===== src/rtl/xor_rr_scheduler.sv =====
// -----------------------------------------------------------------------------
// xor_rr_scheduler
//
// Four requesters share one WIDTH-bit XOR datapath. A round-robin arbiter
// picks one pending request, its operands are XORed and the registered
// result is offered to a single downstream consumer with a valid/ready
// handshake. While a result is pending, no new grant is issued.
//
// Ports
//   clk        : system clock, rising edge
//   rst_n      : asynchronous active-low reset
//   req[3:0]   : request per requester, held until its grant
//   op_a/op_b  : operands, requester i on bits [i*WIDTH +: WIDTH]
//   gnt[3:0]   : one-hot single-cycle grant (combinational from req)
//   busy       : a result is pending (HOLD state)
//   res_valid  : result available to the consumer
//   res_ready  : consumer accepts when res_valid & res_ready
//   res_id     : requester index that produced res_data
//   res_data   : registered op_a_i ^ op_b_i
//   res_parity : XOR-reduction of res_data
//   op_count   : results accepted by the consumer, wraps modulo 2^CNT_W
// -----------------------------------------------------------------------------
module xor_rr_scheduler #(
    parameter int WIDTH = 8,
    parameter int CNT_W = 16
) (
    input  logic                 clk,
    input  logic                 rst_n,
    input  logic [3:0]           req,
    input  logic [4*WIDTH-1:0]   op_a,
    input  logic [4*WIDTH-1:0]   op_b,
    output logic [3:0]           gnt,
    output logic                 busy,
    output logic                 res_valid,
    input  logic                 res_ready,
    output logic [1:0]           res_id,
    output logic [WIDTH-1:0]     res_data,
    output logic                 res_parity,
    output logic [CNT_W-1:0]     op_count
);

    typedef enum logic {
        IDLE = 1'b0,
        HOLD = 1'b1
    } state_t;

    state_t           state;
    state_t           state_nxt;

    logic [1:0]       last;       // most recently granted requester
    logic [1:0]       win;        // arbitration winner this cycle
    logic             win_found;
    logic [1:0]       cand;
    logic             grant;
    logic             accept;
    logic [WIDTH-1:0] win_a;
    logic [WIDTH-1:0] win_b;
    logic [WIDTH-1:0] xor_res;

    function automatic logic parity_of(input logic [WIDTH-1:0] d);
        return ^d;
    endfunction

    // Round-robin search: last+1, last+2, last+3, then last itself, so the
    // previous winner only wins again when nobody else is asking.
    always_comb begin
        win       = last;
        win_found = 1'b0;
        cand      = last;
        for (int k = 1; k <= 4; k++) begin
            cand = last + 2'(k);
            if (!win_found && req[cand]) begin
                win       = cand;
                win_found = 1'b1;
            end
        end
    end

    assign grant   = (state == IDLE) && win_found;
    assign accept  = (state == HOLD) && res_ready;

    assign win_a   = op_a[win*WIDTH +: WIDTH];
    assign win_b   = op_b[win*WIDTH +: WIDTH];
    assign xor_res = win_a ^ win_b;

    // Next-state and Mealy grant output.
    always_comb begin
        state_nxt = state;
        gnt       = 4'b0000;
        case (state)
            IDLE: begin
                if (grant) begin
                    gnt       = 4'b0001 << win;
                    state_nxt = HOLD;
                end
            end
            HOLD: begin
                if (accept) begin
                    state_nxt = IDLE;
                end
            end
            default: state_nxt = IDLE;
        endcase
    end

    always_ff @(posedge clk or negedge rst_n) begin
        if (!rst_n) begin
            state <= IDLE;
        end else begin
            state <= state_nxt;
        end
    end

    // Result capture and round-robin pointer; both move only on a grant.
    always_ff @(posedge clk or negedge rst_n) begin
        if (!rst_n) begin
            last       <= 2'd3;
            res_id     <= 2'd0;
            res_data   <= '0;
            res_parity <= 1'b0;
        end else if (grant) begin
            last       <= win;
            res_id     <= win;
            res_data   <= xor_res;
            res_parity <= parity_of(xor_res);
        end
    end

    // Accepted-result counter; a result discarded by reset is never counted.
    always_ff @(posedge clk or negedge rst_n) begin
        if (!rst_n) begin
            op_count <= '0;
        end else if (accept) begin
            op_count <= op_count + CNT_W'(1);
        end
    end

    assign busy      = (state == HOLD);
    assign res_valid = (state == HOLD);

endmodule


===== config.mk =====
export PLATFORM = sky130hd
export DESIGN_NAME = xor_rr_scheduler
export DESIGN_NICKNAME = d
export VERILOG_FILES = /design/src/rtl/xor_rr_scheduler.sv
export SDC_FILE = /design/constraint.sdc
export NUM_CORES = 1
export LEC_CHECK = 0
export CORE_MARGIN = 1.5
export CORE_UTILIZATION = 40
export DETAILED_ROUTE_END_ITERATION = 10
export GPL_ROUTABILITY_DRIVEN = 1
export GPL_TIMING_DRIVEN = 1
export PLACE_DENSITY_LB_ADDON = 0.12
export RECOVER_POWER = 25
export SYNTH_ARGS = -nofsm -noshare
export SYNTH_HDL_FRONTEND = slang
export SYNTH_SLANG_ARGS = --single-unit

===== constraint.sdc =====
create_clock -name clk -period 2.9 [get_ports clk]
set_clock_uncertainty 0.05 [all_clocks]
set_input_delay 0.58 -clock clk [delete_from_list [all_inputs] [get_ports clk]]
set_output_delay 0.58 -clock clk [all_outputs]
set_load 0.1 [all_outputs]

==> flow_summary.yaml, run 1 <==
setup_path:
  cp-end-kind: "primary output"
  crit_slowest_cell: "clkdlybuf4s50_1"
  worst-path-max-fanout: 3
  worstSetupPathType: "input port to primary output"
  cp_top_family: "buffers and inverters"
  crit_path_start_kind: "input port"
  required_ns: 2.27
  cp_cell_sequence: "clkdlybuf4s50_1 > nor2b_1 > o21ba_2 > a221o_2 > buf_6 > nor3_4 > buf_12"
  arrival_ns: 2.20
  crit_buf_inv: 3
  max_stage_delay_ns: 0.47
timing:
  rsz0062_at_grt: "true"
  fin_tns_setup_ns: 0
  worst_pin_slew_ns: 1.586
  final_hold_viol_count: 0
  drv_slew: 31
  timing.fmax_mhz: 353.4
  relSlewSlack: -0.05759
  setup_viol_count_final: 0
  min_period_ns: 2.830
  finalCritPeriodShare: 0.9759
final_layout:
  finish.instance_area_mm2: 0.003510
  n_antenna_cell: 0
  layout.nets: 417
  synthToLayoutAreaGrowth_pct: 71.56
  drive_above_1_share: 0.2890
  n_fill_cell: 397
placement:
  numPortBuffers: 103
  gp_congestion: 0.7995
  placed_area_mm2: 0.003311
  hpwl_um: 4402
routing:
  avgRoutedWirePerCell_um: 13.24
  dr.pass1.iters: 4
  ant_nets: 0
  viasPerCell: 4.952
  drc: 0
  drt-initial-drc-count: 64
  wl_um: 5470
  vias: 2045
pwr:
  ir_worst_vdd_v: 0.0006866
  p_int_mw: 1.504
  combPwrFrac: 0.689
  netSwitchingPower_mw: 1.688
  pwr-share-seq: 0.205
  power.leakage_nw: 1.534
  clkPwrFrac: 0.106
  powerDensity_mw_per_mm2: 909.7
  switching_share: 0.5288
cts:
  cts_max_level: 2
  root_buffer: "clkbuf_8"
  cts.sinks: 30
  cts_tree: "built"
  cts_buffer_depth: 2
  clk_pin_slew_ns: 0.06
  cts_buffers: 5
  holdBufCountCts: 0
  clock_latency_ns: 0.28
logic_synthesis:
  synth_nets: 284
  syn-mean-instance-area_um2: 9.650
  syn_inst: 212
  synthArstFlopShare: 1.000
  yosysUniqueCellTypes: 44
  yosysSeqAreaShare: 0.3682
  ys.flop_type: "dfrtp_1"
  yosysWarnings: 0
  synth_edf_count: 0
  synth_area_mm2: 0.002046
  ys_seq_elements: 30
global_routing:
  grt_max_degree: 31
  grt_usage: 0.2113
  grt_pass1_wl_um: 9039
  antenna_found_initial: 0
  overflow: 0
  grt_pass1_vias: 2083
die:
  rows: 25
  io_pins: 104
  die_area_mm2: 0.005552
  initial_utilization: 0.4247
  die_w_um: 74.52
  die_y_um: 74.52
  core_mm2: 0.004817
status:
  outcome: "finished, violations left"
  violations: "max-capacitance violations, max-slew violations"
min_path:
  hp-class: "flop to flop"
job:
  maxCapViolations: 1
-- timing repair --
item                                    4_1_cts  5_1_grt
gates cloned                                  0        0
endpoints found under the setup margin        4        5
setup buffers                                 3        1
gates resized for setup                       5       11
pin swaps                                     3        3
-- power groups by stage --
stage / registers, mW / clock network (mW) / logic (mW)
6_report: 0.654 / 0.340 / 2.20
5_1_grt: 0.674 / 0.368 / 2.32
4_1_cts: 0.655 / 0.348 / 2.16
3_5_place_dp: 0.661 / 0 / 2.09
3_3_place_gp: 0.657 / 0 / 2.07
2_1_floorplan: 1.42 / 0 / 0.727
-- cell type report --
type	count	area, um^2	area share
well taps	67	83.83	0.02389
repair buffers	135	1289	0.3672
flip-flops and latches	30	753.2	0.2146
clock inverters	1	5.005	0.001426
inverters	2	7.507	0.002139
multi-input cells	171	1285	0.3661
clock buffers	7	86.33	0.02460
-- placed cells by master, fill, tap and decap left out, types with 9 or more instances in the layout --
master           count
dfrtp_1             28
nor2_1              12
buf_4               54
nand3_1             14
xor2_1              20
o211ai_1            11
nand2_1             21
xnor2_1             27
clkdlybuf4s50_1     67
a21oi_1              9
-- kinds of logic after synthesis --
family	count (synthesis)	synth area share
simple gates	67	0.1664
mux	1	0.005504
buf+inv	11	0.03425
flops	30	0.3682
fa+ha+maj	1	0.006115
xor+xnor	47	0.2012
compound gates	55	0.2183
-- sequential cells by signal, indices dropped and copies added, names as in the netlist --
signal / cells
op_count: 16
res_parity: 1
res_data: 8
res_id: 2
last: 2
busy: 1
-- synth_stat cells (2+ instances only) --
cell	n	area, um^2
dfrtp_1	28	700.7
xnor2_1	27	236.5
nand2_1	21	78.83
xor2_1	20	175.2
nand3_1	14	70.07
nor2_1	14	52.55
o211ai_1	11	82.58
a21oi_1	9	45.04
a211oi_1	7	52.55
a211o_1	4	35.03
a31oi_1	4	25.02
nor3_1	4	20.02
o21ai_0	4	20.02
a211oi_2	3	37.54
buf_6	3	33.78
clkbuf_1	3	11.26
and3_1	2	12.51
and4_1	2	17.52
buf_2	2	10.01
dfstp_2	2	52.55
inv_1	2	7.510
nand4_1	2	12.51
o211a_1	2	20.02
o21ba_2	2	20.02
-- per-stage QoR --
stage / total power [mW] / util / worst slack (ns) / cells / hold WS, ns
finish: 3.193 / 0.7286 / 0.07000 / 413 / 0.4335
CTS: 3.162 / 0.7177 / 0.01298 / 412 / 0.4354
global placement: 2.724 / 0.6873 / -0.2075 / 401 / 0.4129
global route: 3.358 / 0.7286 / -0.005447 / 413 / 0.4568
floorplan: 2.149 / - / -0.4200 / 212 / 0.2344
detailed placement: 2.754 / 0.6873 / -0.2795 / 401 / 0.4247
-- final timing paths --
check / from / endpoint / slack, ns / depth (start not counted)
max in group asynchronous: rst_n / res_data[5] / 0.70 / 2
max: req[2] / gnt[0] / 0.07 / 7
min: op_count[15] / op_count[15] / 0.43 / 1
max reg2reg: last[0] / res_parity / 0.27 / 11
min in group asynchronous: rst_n / busy / 1.18 / 2
min reg2reg: op_count[15] / op_count[15] / 0.43 / 1
-- worst reg2reg max path: cells and delay by family (launching register included) --
family	cells	cell delay, ns
AND/OR/NAND/NOR	1	0.05
buffers and inverters	3	0.47
flip-flops	1	0.60
AO/OA/AOI/OAI	7	1.34
-- layer usage --
layer / share of wire / wire length (um) / vias up / global-route usage
met5: 0 / 0 / - / 0
met4: 0.012 / 65 / 0 / 0.06465
met3: 0.059 / 324 / 7 / 0.04743
met2: 0.52 / 2869 / 77 / 0.3849
met1: 0.40 / 2210 / 934 / 0.2458
li1: - / - / 1027 / -
No activity file was read; power rests on OpenSTA's default activity.
==> inputs of run 2 (changes only) <==
Settings changed: SLEW_MARGIN set to 20.
==> results of run 2 <==
No change in the layout: final DEF, timing and power equal those of run 1.
